$ cat src/rtl/binary_to_bcd_pkg.sv
// Shared constants for the sequential double-dabble binary-to-BCD converter:
// FSM state encodings, BCD digit geometry and a power-of-ten helper.
package binary_to_bcd_pkg;

    localparam logic [1:0] ST_IDLE  = 2'd0;
    localparam logic [1:0] ST_SHIFT = 2'd1;
    localparam logic [1:0] ST_DONE  = 2'd2;

    localparam int         BCD_DIGIT_W   = 4;
    localparam logic [3:0] ADJ_THRESHOLD = 4'd5;
    localparam logic [3:0] ADJ_ADD       = 4'd3;

    // Used at elaboration time to size the saturation compare.
    function automatic longint unsigned pow10(input int n);
        longint unsigned r;
        r = 1;
        for (int i = 0; i < n; i++) begin
            r = r * 10;
        end
        return r;
    endfunction

endpackage

$ cat src/rtl/binary_to_bcd_digit_adjust.sv
// One double-dabble digit cell. A digit of 5..9 becomes 8..12, which still fits
// in 4 bits, so no carry ever passes between neighbouring digits.
module bcd_digit_adjust
    import binary_to_bcd_pkg::*;
(
    input  logic [BCD_DIGIT_W-1:0] i_digit,
    output logic [BCD_DIGIT_W-1:0] o_digit
);

    always_comb begin
        o_digit = i_digit;
        if (i_digit >= ADJ_THRESHOLD) begin
            o_digit = i_digit + ADJ_ADD;
        end
    end

endmodule

$ cat src/rtl/binary_to_bcd.sv
// Sequential double-dabble converter with a start/busy/done handshake.
// The displayed result is held stable between conversions.
module binary_to_bcd
    import binary_to_bcd_pkg::*;
#(
    parameter int WIDTH  = 14,
    parameter int DIGITS = 4
) (
    input  logic                        i_CLK,
    input  logic                        i_RST_N,
    input  logic                        i_START,
    input  logic [WIDTH-1:0]            i_BINARY,
    output logic                        o_BUSY,
    output logic                        o_DONE,
    output logic [BCD_DIGIT_W*DIGITS-1:0] o_BCD,
    output logic                        o_OVF
);

    localparam int              CNT_W    = $clog2(WIDTH + 1);
    localparam int              BCD_W    = BCD_DIGIT_W * DIGITS;
    localparam longint unsigned BCD_MAX  = pow10(DIGITS) - 1;
    // When every WIDTH-bit value fits in DIGITS decimal digits, saturation is impossible.
    localparam bit              NEED_SAT = (WIDTH >= 64) || (((64'd1 << WIDTH) - 64'd1) > BCD_MAX);

    logic [1:0]       state_q,    state_d;
    logic [WIDTH-1:0] shift_q,    shift_d;
    logic [BCD_W-1:0] scratch_q,  scratch_d;
    logic [CNT_W-1:0] cnt_q,      cnt_d;
    logic             ovf_pend_q, ovf_pend_d;
    logic [BCD_W-1:0] bcd_q,      bcd_d;
    logic             ovf_q,      ovf_d;

    logic [BCD_W-1:0] scratch_adj;
    logic             ovf_in;

    assign ovf_in = NEED_SAT && (64'(i_BINARY) > BCD_MAX);

    generate
        for (genvar gi = 0; gi < DIGITS; gi++) begin : g_adj
            bcd_digit_adjust u_adj (
                .i_digit (scratch_q[gi*BCD_DIGIT_W +: BCD_DIGIT_W]),
                .o_digit (scratch_adj[gi*BCD_DIGIT_W +: BCD_DIGIT_W])
            );
        end
    endgenerate

    always_comb begin
        state_d    = state_q;
        shift_d    = shift_q;
        scratch_d  = scratch_q;
        cnt_d      = cnt_q;
        ovf_pend_d = ovf_pend_q;
        bcd_d      = bcd_q;
        ovf_d      = ovf_q;
        case (state_q)
            ST_IDLE: begin
                if (i_START) begin
                    shift_d    = i_BINARY;
                    scratch_d  = '0;
                    cnt_d      = CNT_W'(WIDTH);
                    ovf_pend_d = ovf_in;
                    state_d    = ST_SHIFT;
                end
            end
            ST_SHIFT: begin
                scratch_d = {scratch_adj[BCD_W-2:0], shift_q[WIDTH-1]};
                shift_d   = shift_q << 1;
                cnt_d     = cnt_q - CNT_W'(1);
                // Result is loaded on the edge into DONE so it is already valid while o_DONE is high.
                if (cnt_q == CNT_W'(1)) begin
                    state_d = ST_DONE;
                    bcd_d   = ovf_pend_q ? {DIGITS{4'h9}} : scratch_d;
                    ovf_d   = ovf_pend_q;
                end
            end
            ST_DONE: begin
                state_d = ST_IDLE;
            end
            default: begin
                state_d = ST_IDLE;
            end
        endcase
    end

    always_ff @(posedge i_CLK) begin
        if (!i_RST_N) begin
            state_q    <= ST_IDLE;
            shift_q    <= '0;
            scratch_q  <= '0;
            cnt_q      <= '0;
            ovf_pend_q <= 1'b0;
            bcd_q      <= '0;
            ovf_q      <= 1'b0;
        end else begin
            state_q    <= state_d;
            shift_q    <= shift_d;
            scratch_q  <= scratch_d;
            cnt_q      <= cnt_d;
            ovf_pend_q <= ovf_pend_d;
            bcd_q      <= bcd_d;
            ovf_q      <= ovf_d;
        end
    end

    assign o_BUSY = (state_q != ST_IDLE);
    assign o_DONE = (state_q == ST_DONE);
    assign o_BCD  = bcd_q;
    assign o_OVF  = ovf_q;

endmodule

$ cat config.mk
export PLATFORM = sky130hd
export DESIGN_NAME = binary_to_bcd
export DESIGN_NICKNAME = d
export VERILOG_FILES = /design/src/rtl/binary_to_bcd_pkg.sv /design/src/rtl/binary_to_bcd_digit_adjust.sv /design/src/rtl/binary_to_bcd.sv
export SDC_FILE = /design/constraint.sdc
export NUM_CORES = 1
export LEC_CHECK = 0
export CORE_UTILIZATION = 30
export CTS_BUF_LIST = sky130_fd_sc_hd__clkbuf_8
export DETAILED_ROUTE_END_ITERATION = 6
export HOLD_SLACK_MARGIN = 0.03
export SYNTH_ARGS = -nofsm -noshare
export SYNTH_HDL_FRONTEND = slang
export SYNTH_SLANG_ARGS = --single-unit
$ cat constraint.sdc
create_clock -name i_CLK -period 1.8 [get_ports i_CLK]
set_input_delay 0.36 -clock i_CLK [delete_from_list [all_inputs] [get_ports i_CLK]]
set_output_delay 0.36 -clock i_CLK [all_outputs]
set_load 0.05 [all_outputs]
**Word-level counts from Yosys, hierarchy flattened**

Cells that the tools add are included.

- Eq/ne operators: 5
- Magnitude comparators: 5
- Reduce and logical (&&, ||, !) cells: 7
- Mux-type cells: 14
- Add/subtract/negate cells: 5

Operator list:

| operator | number |
|---|---|
| 16-bit two-way mux | 2 |
| 16-bit case mux with 2 select lines | 1 |
| 14-bit case mux with 2 select lines | 1 |
| 4-bit by 3-bit >= comparator with 1-bit output (second input constant) | 4 |
| 4-bit two-way mux | 4 |
| 14-bit greater-than comparator (second input constant) | 1 |
| 14-bit two-way mux | 1 |
| 4-bit by 2-bit adder with 4-bit output (second input constant) | 3 |
| 4-bit case mux with 2 select lines | 1 |
| 2-bit AND reduction | 4 |
| 4-bit by 1-bit equality test with 1-bit output (second input constant) | 1 |
| 2-bit two-way mux | 2 |
| 2-bit != test (second input constant) | 2 |
| 2-bit case mux with 2 select lines | 1 |
| 2-bit nonzero test | 2 |
| 4-bit by 1-bit subtractor with 4-bit output (second input constant) | 1 |
| 3-bit by 2-bit adder with 3-bit output (second input constant) | 1 |
| 3-bit two-way mux | 1 |
| 2-bit by 1-bit equality test with 1-bit output (second input constant) | 1 |
| 2-bit equality test (second input constant) | 1 |
| 2-bit zero test | 1 |

- Output and inout bits: 19
- Logic and storage cells: 43
- Flip-flop bits (word level): 54

**Depth between registers and ports, before layout**

- Depth after elaboration: 3
- Depth in mapped cells: 7
- Mapped depth without buffers: 6

**Modules after synthesis**

From an unflattened synthesis, not the netlist that was laid out.

- Cell total of the unflattened synthesis: 297
- Area total of the unflattened synthesis: 2741.4 um2

By module, submodules not included:

| module | seq. area each (um2) | area each (um2) | cells an instance | times used |
|---|---|---|---|---|
| binary_to_bcd | 1081.0 | 2336.0 | 233 | 1 |
| bcd_digit_adjust | 0.0 | 101.3 | 16 | 4 |

**Worst setup path after synthesis**

OpenSTA, ideal clock, no wires.

- Kind: register to output
- Start: register state_q[1]
- End: output o_DONE
- Path buffers: 1
- Arrival: 1162 ps
- Setup slack: 278 ps
- Cell stages (with the launch flop): 3
- Cells stage by stage: dfxtp_1 buf_2 nor2b_1

- Word-level cells in the longest chain between the ends: 1

RTL lines:

| what | RTL line | source |
|---|---|---|
| from (decl) | binary_to_bcd.sv:25 | `logic [1:0] state_q, state_d;` |
| from (signal assigned) | binary_to_bcd.sv:95 | `state_q <= state_d;` |
| 2-bit equality test | binary_to_bcd.sv:106 | `assign o_DONE = (state_q == ST_DONE);` |
| to (decl) | binary_to_bcd.sv:14 | `output logic o_DONE,` |

No other way between the ends.

**Worst setup path after layout**

- Start: input i_START
- End: register scratch_q[14]

- Word-level cells in the longest chain between the ends: 2

RTL lines:

| what | RTL line | source |
|---|---|---|
| from (decl) | binary_to_bcd.sv:11 | `input logic i_START,` |
| 2-bit != test (no source line) | -- |  |
| 2-bit AND reduction (no source line) | -- |  |
| to (signal assigned) | binary_to_bcd.sv:97 | `scratch_q <= scratch_d;` |
| to (decl) | binary_to_bcd.sv:27 | `logic [BCD_W-1:0] scratch_q, scratch_d;` |

No other way between the ends.
A chain may end at the register's enable or synchronous reset.

==> metrics.txt <==
Fin Setup TNS=0 ns; Setup CP Type=primary input to flip-flop; Reg2Reg Depth=6; critical path peak fanout=11; Final setup viols=0; total grt overflow=0; antenna cells=0; Clock Sinks=54; crit path launch type=primary input; Root Driver=clkbuf_8; CP arrival=between 1.5 and 2 ns; P per Cell Area=roughly 770 nW/um2; Synth Flop Type=dfxtp_1; Post-CTS Setup Repair Bufs=0; RSZ-0062 raised after global routing=false; hold worst-path end=shift_q[10]; Initial Util=0.311; worst slew pin tran=roughly 0.81 ns; Core Box Area=about 7800 um2; post-synthesis sequential area ratio=0.447; Die ar.=8420 um2; worst reg2reg setup slack=about 0.20 ns; DP HPWL=3900 um; DR iter-0 viols=between 90 and 100; Die Ht=approximately 92 um; gpl congestion=0.754; Max clock buf depth=2; worst skew pair latency=0.31 ns; Num CTS Buffers=5; initial antenna violation count=0; VDD IR max=around 0.30 mV; area growth from synthesis to layout=22.6%; worst r2r dst=o_BCD[10]; Hold Vio Cnt, Final=0; first-pass GRT wire length=about 9600 um; top cells by area, synth=dfxtp_1 45%, nand2_1 5.9%, ha_1 5.2%; clock skew=0.00574 ns; fraction of layout instances using a drive strength above 1=0.139; Post-synth ARST share=0; Synth top area share=0.447; drt total wl=around 5500 um; Design Power=around 2.3 mW; H-tree depth=2; ANT nets after route=0; fin crit period=around 1.7 ns; fraction of the cycle the final worst path needs=0.919; IO buf count=35; Slew Viols, Final=0; max-cap violation count=0; CTS tree=yes; commonest non-fill, non-tap cell in the layout=dfxtp_1; Hold Path Class=flip-flop to flip-flop; commonest cells after routing, fill and taps aside=54 x dfxtp_1, 38 x nand2_1, 28 x buf_4, 23 x nor2_1; WL per Instance=around 13 um; hold buffer count at cts=0; worst r2r src=cnt_q[1]; register bit total from synthesis=between 50 and 60; Leak=1.17 nW; Syn Area/Cell=8.88 um2; Crit. End Element=flip-flop; status=complete, no violations; Unique masters post-synth=39; CTS clk-pin slew, worst paths=around 0.09 ns; Vias/cell=about 5; DR vias=2,051; Fillers=between 800 and 900; gr usage total=0.143; row count=32; EDFF count, synth=0; hold path depth=2; CP required=2.06 ns; Slew headroom=0.461; Ys Warns=0; largest net degree at the start of global routing=30; # IOs=36; Cells after Synth=272; # DRC=0; cell taking the most area after synthesis=dfxtp_1; Die X=around 92 um; number of detailed-route iterations in the first pass=4; vias in the first global route=2,015; hold_sp=shift_q[9]; Util after Layout=0.381; Post-Syn Area=between 2000 and 2500 um2; Post-Syn Nets=approximately 300; number of nets in the layout=335; fmax=just over 600 MHz
==> per-stage QoR <==
stage                     instances  cell area [um2]  setup WS [ns]  hold WS (ns)
after CTS                       411             2960         0.0631         0.482
after global placement          403             2870         -0.144         0.462
after floorplan                 272             2420          0.278         0.444
after global routing            411             2960         0.0134         0.515
final                           411             2960          0.146         0.477
after detailed placement        403             2870         -0.182         0.469
==> registers in the layout, indices dropped and copies added (netlist names) <==
name / flops
ovf_pend_q: 1
state_q: 2
shift_q: 14
o_BCD: 16
cnt_q: 4
o_OVF: 1
scratch_q: 16
==> worst max-delay path by stage <==
stage / startpoint / to / slack [ns] / cells after the start
after floorplan: state_q[1] / o_DONE / 0.28 / 2
after global placement: i_START / scratch_q[5] / -0.14 / 5
after detailed placement: i_START / scratch_q[13] / -0.18 / 5
after CTS: cnt_q[1] / o_BCD[10] / 0.06 / 6
after global routing: i_START / scratch_q[2] / 0.01 / 5
final: i_START / scratch_q[14] / 0.15 / 5
==> layer usage <==
metal | GRT usage | vias to the layer above | routed length [um]
met5 | 0 | - | 0
met4 | 0.0313 | 0 | 46
met3 | 0.0406 | 6 | 321
met2 | 0.236 | 49 | 2490
met1 | 0.186 | 955 | 2670
li1 | - | 1041 | -
==> area by class of cell <==
cell class	count	area (um2)	share of cell area
inverters	13	48.8	0.0165
flip-flops and latches	54	1080	0.365
multi-input cells	188	1200	0.406
well taps	102	128	0.0431
repair buffers	46	410	0.139
clock inverters	2	8.76	0.00296
clock buffers	6	82.6	0.0279
==> synthesized netlist by cell type, types with 5 or more instances <==
cell / instances
inv_1: 12
a22o_1: 8
nand2b_1: 5
a21oi_1: 16
o21ai_1: 7
a311oi_1: 12
nand2_1: 38
buf_2: 8
clkbuf_1: 6
o21ai_0: 5
dfxtp_1: 54
and2_1: 5
nor2_1: 23
nor3b_1: 8
ha_1: 10
a32o_1: 8
==> power by group <==
part           leakage (nW)  switching (mW)  internal (mW)
clock network        0.0524           0.381          0.306
logic                 0.679           0.182          0.133
registers             0.440          0.0380           1.25
total                  1.17           0.602           1.69
==> kinds of logic after synthesis <==
group           count (synthesis)  synth area share
simple gates                   94             0.185
compound gates                 75             0.224
flops                          54             0.447
buf+inv                        30            0.0570
fa+ha+maj                      10            0.0518
xor+xnor                        5            0.0181
mux                             4            0.0166
==> critical path: stages <==
cell and delay (ns):
clkdlybuf4s50_1 0.44, nor2_1 0.17, nor2_2 0.06, nor2_1 0.62, a22o_1 0.25
==> repair_timing <==
action	4_1_cts	5_1_grt
gates resized for setup	0	1
hold endpoints to repair	0	0
endpoints found under the setup margin	0	11
Power figures use the tool's default switching activity.
==> RTL edit: new RTL, same flow settings <==
Set the package constant `BCD_DIGIT_W` to 5 (it was 4).
--- a/src/rtl/binary_to_bcd_pkg.sv
+++ b/src/rtl/binary_to_bcd_pkg.sv
@@ -8,3 +8,3 @@
 
-    localparam int         BCD_DIGIT_W   = 4;
+    localparam int         BCD_DIGIT_W   = 5;
     localparam logic [3:0] ADJ_THRESHOLD = 4'd5;
Ports: changed (resized o_BCD); port bits go from 36 to 40. The function was not compared with the original's and may differ.
==> RTL edit against the original RTL <==
  * Maximum frequency is 3.7% lower
  * Non-clock buffer count is 6 higher
  * Clock power rose by 98%
  * Count of clock-buffer cells in the layout grew 3
  * Worst setup slack worse by 0.064 ns
  * Area after synthesis is 17% higher
  * Sequential cell count grew 8
  * Design area is 19% higher
  * Total power is 35% higher
  * Die area rose by 17%
  * Routed wire length increased by 15%
  * Highest routed layer unchanged
==> RTL edit: results (changes against the original RTL) <==
crit_arrival_ns: 1.95  # was 1.91 ns
grt_usage_pct: 14.0  # was 14.3%
cts_buffer_depth: 2  # unchanged
antenna_found_initial: 0  # unchanged
synthTopCellsByArea: "dfxtp_1 (44%), o21ai_0 (4.6%), nand2_1 (4.5%)"  # was dfxtp_1 (45%), nand2_1 (5.9%), ha_1 (5.2%)
use_met2_pct: 22.5  # was 23.6%
crit_type: "register to register"  # was input pin to register
synth_xor_xnor_area_share_pct: 2.17  # was 1.81%
r2r_setup_slack_ns: 0.08  # was 0.20 ns
fill_cells: 945  # was 818
place.gp.congestion: 0.790  # was 0.754
dp.final_hpwl_um: 4620  # was 3900 um
cts.htree.levels: 3  # was 2
drt_iter0_drc: 121  # was 91
yosys.cell_types.count: 46  # was 39
status: "finished, final reports clean"  # unchanged
path_max_fanout: 4  # was 11
finClkSkew_ns: 0.0105  # was 0.00574 ns
grt_max_degree: 20  # was 30
ys_seq_area_share_pct: 43.9  # was 44.7%
layout.nets: 382  # was 335
synthAdderAreaFrac_pct: 4.42  # was 5.18%
vdd.ir_drop.worst_mv: 0.412  # was 0.299 mV
cts_root_buf: "clkbuf_8"  # unchanged
grt_pass1_wl_um: 10800  # was 9580 um
p_int_mw: 2.32  # was 1.69 mW
io_buffers: 39  # was 35
clkSlewWorstSetupHoldPaths_ns: 0.07  # was 0.09 ns
met3_wirelength_um: 305  # was 321 um
hold_end: "shift_q[4]"  # was shift_q[10]
min_from: "shift_q[4]"  # was shift_q[9]
cts_buffers: 9  # was 5
synthArstFlopShare_pct: 0  # unchanged
syn_nets: 339  # was 299
crit_path_start: "cnt_q[1]"  # was i_START
drt-met1-wl_um: 2980  # was 2670 um
via_count: 2428  # was 2,051
use_met3_pct: 4.43  # was 4.06%
routed.top_layer: "met4"  # unchanged
wl_met2_um: 3010  # was 2490 um
slew_headroom_pct: 69.7  # was 46.1%
clk_latency_ns: 0.35  # was 0.31 ns
top_usage_layer: "met2"  # unchanged
grt_pass1_vias: 2194  # was 2,015
synth.area.mux_share_pct: 0  # was 1.66%
drive_gt1_share_pct: 17.5  # was 13.9%
synth_compound_area_share_pct: 26.1  # was 22.4%
wirelength_um: 6350  # was 5530 um
r2r_cells: 5  # was 6
p_leak_nw: 1.31  # was 1.17 nW
use_met1_pct: 17.9  # was 18.6%
r2r_end: "o_BCD[8]"  # was o_BCD[10]
synthTopCellsByCount: "dfxtp_1 (62), nand2_1 (34), o21ai_0 (26)"  # was dfxtp_1 (54), nand2_1 (38), nor2_1 (23)
==> RTL edit: cell count changes after synthesis, moves of 5 or more <==
cell	before	now
nor2_1	23	13
nand2b_1	5	0
o21ai_0	5	26
a21oi_1	16	7
o21ai_1	7	0
a311oi_1	12	0
nor3b_1	8	2
nand3_1	3	16
dfxtp_1	54	62
nor3_1	3	15
a22oi_1	0	14
a21boi_0	1	14
==> RTL edit: stage by stage <==
stage / hold WS [ns] / instance area (um2) / setup WS [ns] / setup TNS [ns] / cells
finish: 0.464 / 3540 / 0.0818 / 0 / 471
global route: 0.494 / 3540 / 0.00480 / 0 / 471
CTS: 0.469 / 3530 / 0.0789 / 0 / 471
detailed placement: 0.460 / 3310 / -0.0147 / -0.0328 / 455
global placement: 0.452 / 3310 / -0.00879 / -0.0177 / 455
floorplan: 0.444 / 2830 / 0.180 / 0 / 312
==> RTL edit: power groups by stage <==
| stage | Clock (mW) | Sequential, mW | Combinational, mW |
|---|---|---|---|
| global placement | 0 | 1.47 | 0.290 |
| global route | 1.46 | 1.45 | 0.324 |
| detailed placement | 0 | 1.48 | 0.292 |
| finish | 1.36 | 1.44 | 0.290 |
| CTS | 1.40 | 1.44 | 0.293 |
| floorplan | 0 | 1.48 | 0.179 |
==> RTL edit: critical path, stage by stage, from the launching register on <==
cell     delay (ns)
dfxtp_1        0.33
inv_1          0.07
ha_1           0.15
or3b_4         0.43
or3_4          0.38
o221a_2        0.25
==> RTL edit: final cells by class <==
| type | count | area share [%] |
|---|---|---|
| Clock buffer | 9 | 3.50 |
| Sequential cell | 62 | 35.1 |
| Tap cell | 111 | 3.93 |
| Timing Repair Buffer | 52 | 12.5 |
| Inverter | 10 | 1.06 |
| Clock inverter | 7 | 2.76 |
| Multi-Input combinational cell | 220 | 41.2 |
